**src/rtl/vga_pkg.sv**
```systemverilog
// Shared types and colour constants for the VGA cell renderer.
package vga_pkg;

  typedef struct packed {
    logic [7:0] r;
    logic [7:0] g;
    logic [7:0] b;
  } rgb_t;

  localparam rgb_t COL_LIVE     = 24'hFFFFFF;
  localparam rgb_t COL_DEAD     = 24'h000000;
  localparam rgb_t COL_CUR_LIVE = 24'hFF0000;
  localparam rgb_t COL_CUR_DEAD = 24'h0000FF;
  localparam rgb_t COL_GRID     = 24'h404040;
  localparam rgb_t COL_BORDER   = 24'h202020;
  localparam rgb_t COL_BLANK    = 24'h000000;

  // Per-pixel attributes carried alongside the board read; hs/vs are pin levels.
  typedef struct packed {
    logic in_grid;
    logic in_vis;
    logic gline;
    logic hs;
    logic vs;
    logic fs;
  } side_t;

endpackage

```
**src/rtl/vga_timing_counter.sv**
```systemverilog
// Free-running h/v scan counters with raw sync and visible-area flags.
module vga_timing_counter #(
  parameter int WIDTH = 12,
  parameter int HSIZE = 640,
  parameter int HFP   = 656,
  parameter int HSP   = 752,
  parameter int HMAX  = 800,
  parameter int VSIZE = 480,
  parameter int VFP   = 490,
  parameter int VSP   = 492,
  parameter int VMAX  = 525,
  parameter bit HSPP  = 1'b0,
  parameter bit VSPP  = 1'b0
) (
  input  logic             clk,
  input  logic             rst_n,
  output logic [WIDTH-1:0] o_hcnt,
  output logic [WIDTH-1:0] o_vcnt,
  output logic             o_line_end,
  output logic             o_vlast,
  output logic             o_hsync,
  output logic             o_vsync,
  output logic             o_in_vis
);

  localparam logic [WIDTH-1:0] H_LAST = WIDTH'(HMAX - 1);
  localparam logic [WIDTH-1:0] V_LAST = WIDTH'(VMAX - 1);
  localparam logic [WIDTH-1:0] H_VIS  = WIDTH'(HSIZE);
  localparam logic [WIDTH-1:0] V_VIS  = WIDTH'(VSIZE);
  localparam logic [WIDTH-1:0] H_FPE  = WIDTH'(HFP);
  localparam logic [WIDTH-1:0] H_SPE  = WIDTH'(HSP);
  localparam logic [WIDTH-1:0] V_FPE  = WIDTH'(VFP);
  localparam logic [WIDTH-1:0] V_SPE  = WIDTH'(VSP);

  logic [WIDTH-1:0] r_hcnt;
  logic [WIDTH-1:0] r_vcnt;

  always_ff @(posedge clk or negedge rst_n) begin
    if (!rst_n) begin
      r_hcnt <= '0;
      r_vcnt <= '0;
    end else if (o_line_end) begin
      r_hcnt <= '0;
      r_vcnt <= o_vlast ? '0 : r_vcnt + WIDTH'(1);
    end else begin
      r_hcnt <= r_hcnt + WIDTH'(1);
    end
  end

  assign o_hcnt     = r_hcnt;
  assign o_vcnt     = r_vcnt;
  assign o_line_end = (r_hcnt == H_LAST);
  assign o_vlast    = (r_vcnt == V_LAST);
  assign o_hsync    = (r_hcnt >= H_FPE && r_hcnt < H_SPE) ? HSPP : !HSPP;
  assign o_vsync    = (r_vcnt >= V_FPE && r_vcnt < V_SPE) ? VSPP : !VSPP;
  assign o_in_vis   = (r_hcnt < H_VIS) && (r_vcnt < V_VIS);

endmodule

```
**src/rtl/vga_cell_renderer.sv**
```systemverilog
// Scans the screen, issues board read addresses and colours each scaled cell.
module vga_cell_renderer
  import vga_pkg::*;
#(
  parameter int WIDTH      = 12,
  parameter int HSIZE      = 640,
  parameter int HFP        = 656,
  parameter int HSP        = 752,
  parameter int HMAX       = 800,
  parameter int VSIZE      = 480,
  parameter int VFP        = 490,
  parameter int VSP        = 492,
  parameter int VMAX       = 525,
  parameter bit HSPP       = 1'b0,
  parameter bit VSPP       = 1'b0,
  parameter int GRID_N     = 20,
  parameter int GRID_M     = 15,
  parameter int CELL_PX    = 32,
  parameter int RD_LAT     = 1,
  parameter bit GRID_LINES = 1'b0,
  parameter int ADDR_W     = $clog2(GRID_N * GRID_M)
) (
  input  logic              clk,
  input  logic              rst_n,
  input  logic              cell_live,
  input  logic              cursor_en,
  input  logic [ADDR_W-1:0] cursor_pos,
  output logic [ADDR_W-1:0] cell_addr,
  output logic              hsync,
  output logic              vsync,
  output logic              data_enable,
  output logic [7:0]        video_red,
  output logic [7:0]        video_green,
  output logic [7:0]        video_blue,
  output logic              frame_start
);

  localparam int GW = GRID_N * CELL_PX;
  localparam int GH = GRID_M * CELL_PX;
  localparam int CW = $clog2(GRID_N + 1);
  localparam int RW = $clog2(GRID_M + 1);
  localparam int SW = $clog2(CELL_PX);
  localparam logic [SW-1:0] SUB_LAST = SW'(CELL_PX - 1);
  localparam side_t SIDE_IDLE = '{in_grid: 1'b0, in_vis: 1'b0, gline: 1'b0,
                                  hs: !HSPP, vs: !VSPP, fs: 1'b0};

  logic [WIDTH-1:0] w_hcnt, w_vcnt;
  logic             w_line_end, w_vlast, w_hsync, w_vsync, w_in_vis;

  vga_timing_counter #(
    .WIDTH(WIDTH), .HSIZE(HSIZE), .HFP(HFP), .HSP(HSP), .HMAX(HMAX),
    .VSIZE(VSIZE), .VFP(VFP), .VSP(VSP), .VMAX(VMAX), .HSPP(HSPP), .VSPP(VSPP)
  ) u_timing (
    .clk(clk), .rst_n(rst_n), .o_hcnt(w_hcnt), .o_vcnt(w_vcnt),
    .o_line_end(w_line_end), .o_vlast(w_vlast), .o_hsync(w_hsync),
    .o_vsync(w_vsync), .o_in_vis(w_in_vis)
  );

  logic [SW-1:0] r_hsub, r_vsub;
  logic [CW-1:0] r_col;
  logic [RW-1:0] r_row;

  // Sub-counters track hcnt/vcnt mod CELL_PX so no divider is needed.
  always_ff @(posedge clk or negedge rst_n) begin
    if (!rst_n) begin
      r_hsub <= '0;
      r_col  <= '0;
      r_vsub <= '0;
      r_row  <= '0;
    end else if (w_line_end) begin
      r_hsub <= '0;
      r_col  <= '0;
      if (w_vlast) begin
        r_vsub <= '0;
        r_row  <= '0;
      end else if (w_vcnt < WIDTH'(GH)) begin
        if (r_vsub == SUB_LAST) begin
          r_vsub <= '0;
          r_row  <= r_row + RW'(1);
        end else begin
          r_vsub <= r_vsub + SW'(1);
        end
      end
    end else if (w_hcnt < WIDTH'(GW)) begin
      if (r_hsub == SUB_LAST) begin
        r_hsub <= '0;
        r_col  <= r_col + CW'(1);
      end else begin
        r_hsub <= r_hsub + SW'(1);
      end
    end
  end

  logic              w_in_grid;
  logic [ADDR_W-1:0] w_addr;
  side_t             w_side;

  assign w_in_grid = (w_hcnt < WIDTH'(GW)) && (w_vcnt < WIDTH'(GH));
  assign w_addr    = w_in_grid ? (ADDR_W'(r_row) * ADDR_W'(GRID_N) + ADDR_W'(r_col)) : '0;
  assign w_side    = '{in_grid: w_in_grid,
                       in_vis:  w_in_vis,
                       gline:   GRID_LINES && (r_hsub == '0 || r_vsub == '0),
                       hs:      w_hsync,
                       vs:      w_vsync,
                       fs:      (w_hcnt == '0) && (w_vcnt == '0)};

  // Slot 0 is the registered address stage; the last slot lines up with cell_live.
  side_t             r_pipe  [RD_LAT];
  logic [ADDR_W-1:0] r_apipe [RD_LAT];

  always_ff @(posedge clk or negedge rst_n) begin
    if (!rst_n) begin
      for (int i = 0; i < RD_LAT; i++) begin
        r_pipe[i]  <= SIDE_IDLE;
        r_apipe[i] <= '0;
      end
    end else begin
      r_pipe[0]  <= w_side;
      r_apipe[0] <= w_addr;
      for (int i = 1; i < RD_LAT; i++) begin
        r_pipe[i]  <= r_pipe[i-1];
        r_apipe[i] <= r_apipe[i-1];
      end
    end
  end

  assign cell_addr = r_apipe[0];

  side_t             w_al;
  logic [ADDR_W-1:0] w_al_addr;
  rgb_t              w_rgb;

  assign w_al      = r_pipe[RD_LAT-1];
  assign w_al_addr = r_apipe[RD_LAT-1];

  always_comb begin
    w_rgb = COL_BLANK;
    if (!w_al.in_vis)                                 w_rgb = COL_BLANK;
    else if (!w_al.in_grid)                           w_rgb = COL_BORDER;
    else if (cursor_en && (cursor_pos == w_al_addr))  w_rgb = cell_live ? COL_CUR_LIVE : COL_CUR_DEAD;
    else if (w_al.gline)                              w_rgb = COL_GRID;
    else                                              w_rgb = cell_live ? COL_LIVE : COL_DEAD;
  end

  rgb_t r_rgb;

  always_ff @(posedge clk or negedge rst_n) begin
    if (!rst_n) begin
      r_rgb       <= COL_BLANK;
      data_enable <= 1'b0;
      frame_start <= 1'b0;
      hsync       <= !HSPP;
      vsync       <= !VSPP;
    end else begin
      r_rgb       <= w_rgb;
      data_enable <= w_al.in_vis;
      frame_start <= w_al.fs;
      hsync       <= w_al.hs;
      vsync       <= w_al.vs;
    end
  end

  assign video_red   = r_rgb.r;
  assign video_green = r_rgb.g;
  assign video_blue  = r_rgb.b;

endmodule

```
**config.mk**
```make
export PLATFORM = sky130hd
export DESIGN_NAME = vga_cell_renderer
export DESIGN_NICKNAME = d
export VERILOG_FILES = /design/src/rtl/vga_pkg.sv /design/src/rtl/vga_timing_counter.sv /design/src/rtl/vga_cell_renderer.sv
export SDC_FILE = /design/constraint.sdc
export NUM_CORES = 1
export LEC_CHECK = 0
export CAP_MARGIN = 0
export CORE_MARGIN = 8
export CORE_UTILIZATION = 64
export CTS_BUF_LIST = sky130_fd_sc_hd__clkbuf_16
export CTS_CLUSTER_SIZE = 12
export DETAILED_ROUTE_END_ITERATION = 8
export DONT_BUFFER_PORTS = 1
export PLACE_DENSITY = 0.8
export SETUP_SLACK_MARGIN = 0.15
export SKIP_LAST_GASP = 1
export SYNTH_ARGS = -nofsm -noshare
export SYNTH_HDL_FRONTEND = slang
export SYNTH_HIERARCHICAL = 1
export SYNTH_SLANG_ARGS = --single-unit
```
**constraint.sdc**
```tcl
create_clock -name clk -period 3.1 [get_ports clk]
set_clock_uncertainty 0.15 [all_clocks]
set_input_delay 0.62 -clock clk [delete_from_list [all_inputs] [get_ports clk]]
set_output_delay 0.62 -clock clk [all_outputs]
set_load 0.05 [all_outputs]
```
==> impl_metrics.env <==
export IMPL_status="finished clean"
export IMPL_drive_above_1_share_pct=12.3
export IMPL_synth_flop_cell="dfrtp_1"
export IMPL_route_met3_wl_um=399
export IMPL_place_hpwl_mm=4.91
export IMPL_die_h_um=92.3
export IMPL_core_area_mm2=0.00557
export IMPL_rows=27
export IMPL_worstSetupStartpointType="flop"
export IMPL_fmax_ghz=0.420
export IMPL_path_buf_inv=1
export IMPL_maxSlewViolCount=0
export IMPL_critPathLaunch="r_row[1]"
export IMPL_yosys_cell_count_top_type="dfrtp_1"
export IMPL_multi_input_area_mm2=0.00178
export IMPL_synthTopCellsByArea="dfrtp_1, ha_1, xor2_1, buf_4, nor2_1"
export IMPL_drt_pass1_iterations=4
export IMPL_antenna_found_initial=0
export IMPL_syn_cell_area_mm2=0.00372
export IMPL_fillCellCount=391
export IMPL_yosysTopAreaCell="dfrtp_1"
export IMPL_dp_cells=405
export IMPL_rsz0062_at_grt="no"
export IMPL_dr_wl_met2_mm=3.76
export IMPL_cts_root_buf="clkbuf_16"
export IMPL_min_path_type="in2async"
export IMPL_synthToLayoutAreaGrowth_pct=7.43
export IMPL_pre_cts_slack_ns=0.777
export IMPL_endpoint="cell_addr[8]"
export IMPL_clk_pin_slew_worst_paths_ns=0.05
export IMPL_regToRegSetupSlack_ns=0.72
export IMPL_htree_levels=3
export IMPL_synth_avg_cell_area_um2=10.4
export IMPL_worstPathRequired_ns=3.16
export IMPL_final_antenna_net_count=0
export IMPL_peakVddDrop_v=0.000459
export IMPL_placed_cell_area_mm2=0.00366
export IMPL_ctsResizeCount=0
export IMPL_die_area_mm2=0.00851
export IMPL_crit_family="adder cells"
export IMPL_seq_area_frac_synth_pct=45.2
export IMPL_highest_layer="met4"
export IMPL_wire_per_inst_um=18.0
export IMPL_synth_seq_cells=67
export IMPL_period_needed_ns=2.38
export IMPL_syn_nets=391
export IMPL_diodes=0
export IMPL_p_leak_nw=1.85
export IMPL_grt_pass1_vias=2666
export IMPL_wl_met1_mm=3.27
export IMPL_yosysWarnings=6
export IMPL_ioPinCount=50
export IMPL_clkLatencyLatePin_ns=0.33
export IMPL_clockPowerShare_pct=52.0
export IMPL_seq_area_mm2=0.00169
export IMPL_viasPerCell=6.09
export IMPL_layout_setup_ws_ns=0.718
export IMPL_maxSlewHeadroom_pct=35.6
export IMPL_grt_max_degree=68
export IMPL_wl_mm=7.60
export IMPL_fin_area_mm2=0.00400
export IMPL_cts_inserted_buffers=9
export IMPL_initial_utilization_pct=66.8
export IMPL_timing_rr_start="r_row[1]"
export IMPL_grt_pass1_wl_mm=13.3
export IMPL_pwr_share_seq_pct=46.5
export IMPL_crit_cells=7
export IMPL_synthArstFlopShare_pct=100
export IMPL_dr_total_vias=2568
export IMPL_r2r_end="cell_addr[8]"
export IMPL_switching_share_pct=22.0
export IMPL_yosysTopAreaCellShare_pct=42.4
export IMPL_power_frac_comb_pct=1.4
export IMPL_fin_crit_sh_pct=76.8
export IMPL_die_w_um=92.3
export IMPL_crit_slowest_cell="dfrtp_1"
export IMPL_crit_path_max_fanout=6
export IMPL_critPathMaxStageDelay_ns=0.45
export IMPL_synth_common_cells="dfrtp_1, nor2_1, inv_1"
export IMPL_synth_edf_count=0
export IMPL_setup_violations_final=0
export IMPL_nets=379
export IMPL_hold_violations=0
export IMPL_place_congestion=0.819
export IMPL_portBuffers=0
export IMPL_drt_iter0_drc=166
export IMPL_intPower_w=0.00158
export IMPL_yosysUniqueCellTypes=62
export IMPL_grt_ovfl_total=0
export IMPL_worstMarginPinSlew_ns=0.970
export IMPL_critical_path_endpoint_type="flop"
export IMPL_final_cells=422
export IMPL_p_sw_w=0.000445
export IMPL_cts_max_path_buffers=2
export IMPL_grtUsageTotal_pct=19.3
export IMPL_worstPathArrival_ns=2.44
export IMPL_post_route_drc_count=0
export IMPL_critical_path_class="reg2reg"
export IMPL_cts_tree="done"
export IMPL_synth_cells=357
export IMPL_cpMostUsedCell="ha_1"
export IMPL_path_cells="ha_1, ha_1, inv_1, fa_1, nor3_1, a211o_1, a21oi_1"
export IMPL_maxCapViolCount=0
export IMPL_reg2reg_depth=7
export IMPL_powerDensity_mw_per_mm2=507
export IMPL_cts_sinks=67
export IMPL_tns_ns=0
==> worst register-to-register path, stage by stage (launching register included) <==
cell and delay, ns:
dfrtp_1 0.45, ha_1 0.33, ha_1 0.21, inv_1 0.08, fa_1 0.45, nor3_1 0.34
a211o_1 0.19, a21oi_1 0.06
==> power by group through the flow <==
| stage | Combinational (W) | Sequential (W) | Clock, W |
|---|---|---|---|
| after floorplan | 0.0000695 | 0.000913 | 0 |
| after global placement | 0.00000839 | 0.000959 | 0 |
| after detailed placement | 0.00000894 | 0.000959 | 0 |
| after CTS | 0.0000304 | 0.000944 | 0.00107 |
| after global routing | 0.0000340 | 0.000944 | 0.00110 |
| final | 0.0000289 | 0.000944 | 0.00106 |
==> kinds of logic (layout without fill, tap and decap cells) <==
| logic type | count (synthesis) | in the layout | share of synthesized area, % |
|---|---|---|---|
| compound gates | 47 | 47 | 8.20 |
| xor+xnor | 31 | 31 | 7.70 |
| fa+ha+maj | 21 | 21 | 7.46 |
| buf+inv | 47 | 40 | 6.86 |
| flops | 67 | 67 | 45.2 |
| mux | 7 | 7 | 1.98 |
| simple gates | 137 | 137 | 22.6 |
==> state kept, by name, summed over array words and instances, names as in the netlist <==
register / count
u_timing/o_hcnt: 12
u_timing/o_vcnt: 12
cell_addr: 9
r_col: 5
r_hsub: 5
r_pipe: 5
r_vsub: 5
r_row: 4
video_blue: 2
video_green: 2
video_red: 2
data_enable: 1
frame_start: 1
hsync: 1
vsync: 1
==> how the worst min path moves through the flow <==
stage	end	slack, ns	depth (start not counted)
after global routing	r_col[1]	0.05	1
after CTS	video_green[6]	0.04	1
after detailed placement	video_green[5]	0.18	0
after global placement	video_green[5]	0.18	0
final	r_hsub[2]	0.02	1
after floorplan	cell_addr[0]	0.17	0
==> cell type report <==
type / instances / area share, %
flip-flops and latches: 67 / 42.3
well taps: 72 / 2.25
multi-input cells: 243 / 44.6
repair buffers: 2 / 0.876
clock inverters: 7 / 2.16
clock buffers: 9 / 5.63
inverters: 22 / 2.10
==> what timing repair did <==
item,4_1_cts,5_1_grt
setup buffers,0,0
hold buffers,1,0
hold endpoints to repair,67,0
==> cells in the final DEF, fill, tap and decap left out, types with 3 or more instances in the layout <==
master     instances
nand2b_1           3
xor2_1            17
nand2_1           12
a21boi_0           3
nand3_2            4
nor3_1             8
mux2i_1            4
nor2b_1            4
a21oi_1           11
dfrtp_1           60
inv_1             23
nand3_1           17
and2_1             6
nand4_1           15
o22ai_1            7
clkbuf_16          9
dfrtp_4            3
ha_1              19
and3_1             8
xnor2_1           12
nor4_1             6
a31oi_1            4
and4_1             4
dfstp_2            4
o21ai_0            8
nor2_1            29
==> layer usage <==
layer / vias to the layer above / track usage, %
li1: 1230 / -
met1: 1254 / 23.9
met2: 70 / 31.6
met3: 14 / 3.91
met4: 0 / 8.72
met5: - / 0
==> per-stage QoR <==
stage / util [%] / hold WS [ns] / power, W
floorplan: - / 0.174 / 0.000982
CTS: 71.7 / 0.0364 / 0.00204
global route: 71.7 / 0.0485 / 0.00208
detailed placement: 65.6 / 0.176 / 0.000968
global placement: 65.6 / 0.176 / 0.000968
finish: 71.7 / 0.0216 / 0.00203
No activity file was read; power rests on OpenSTA's default activity.
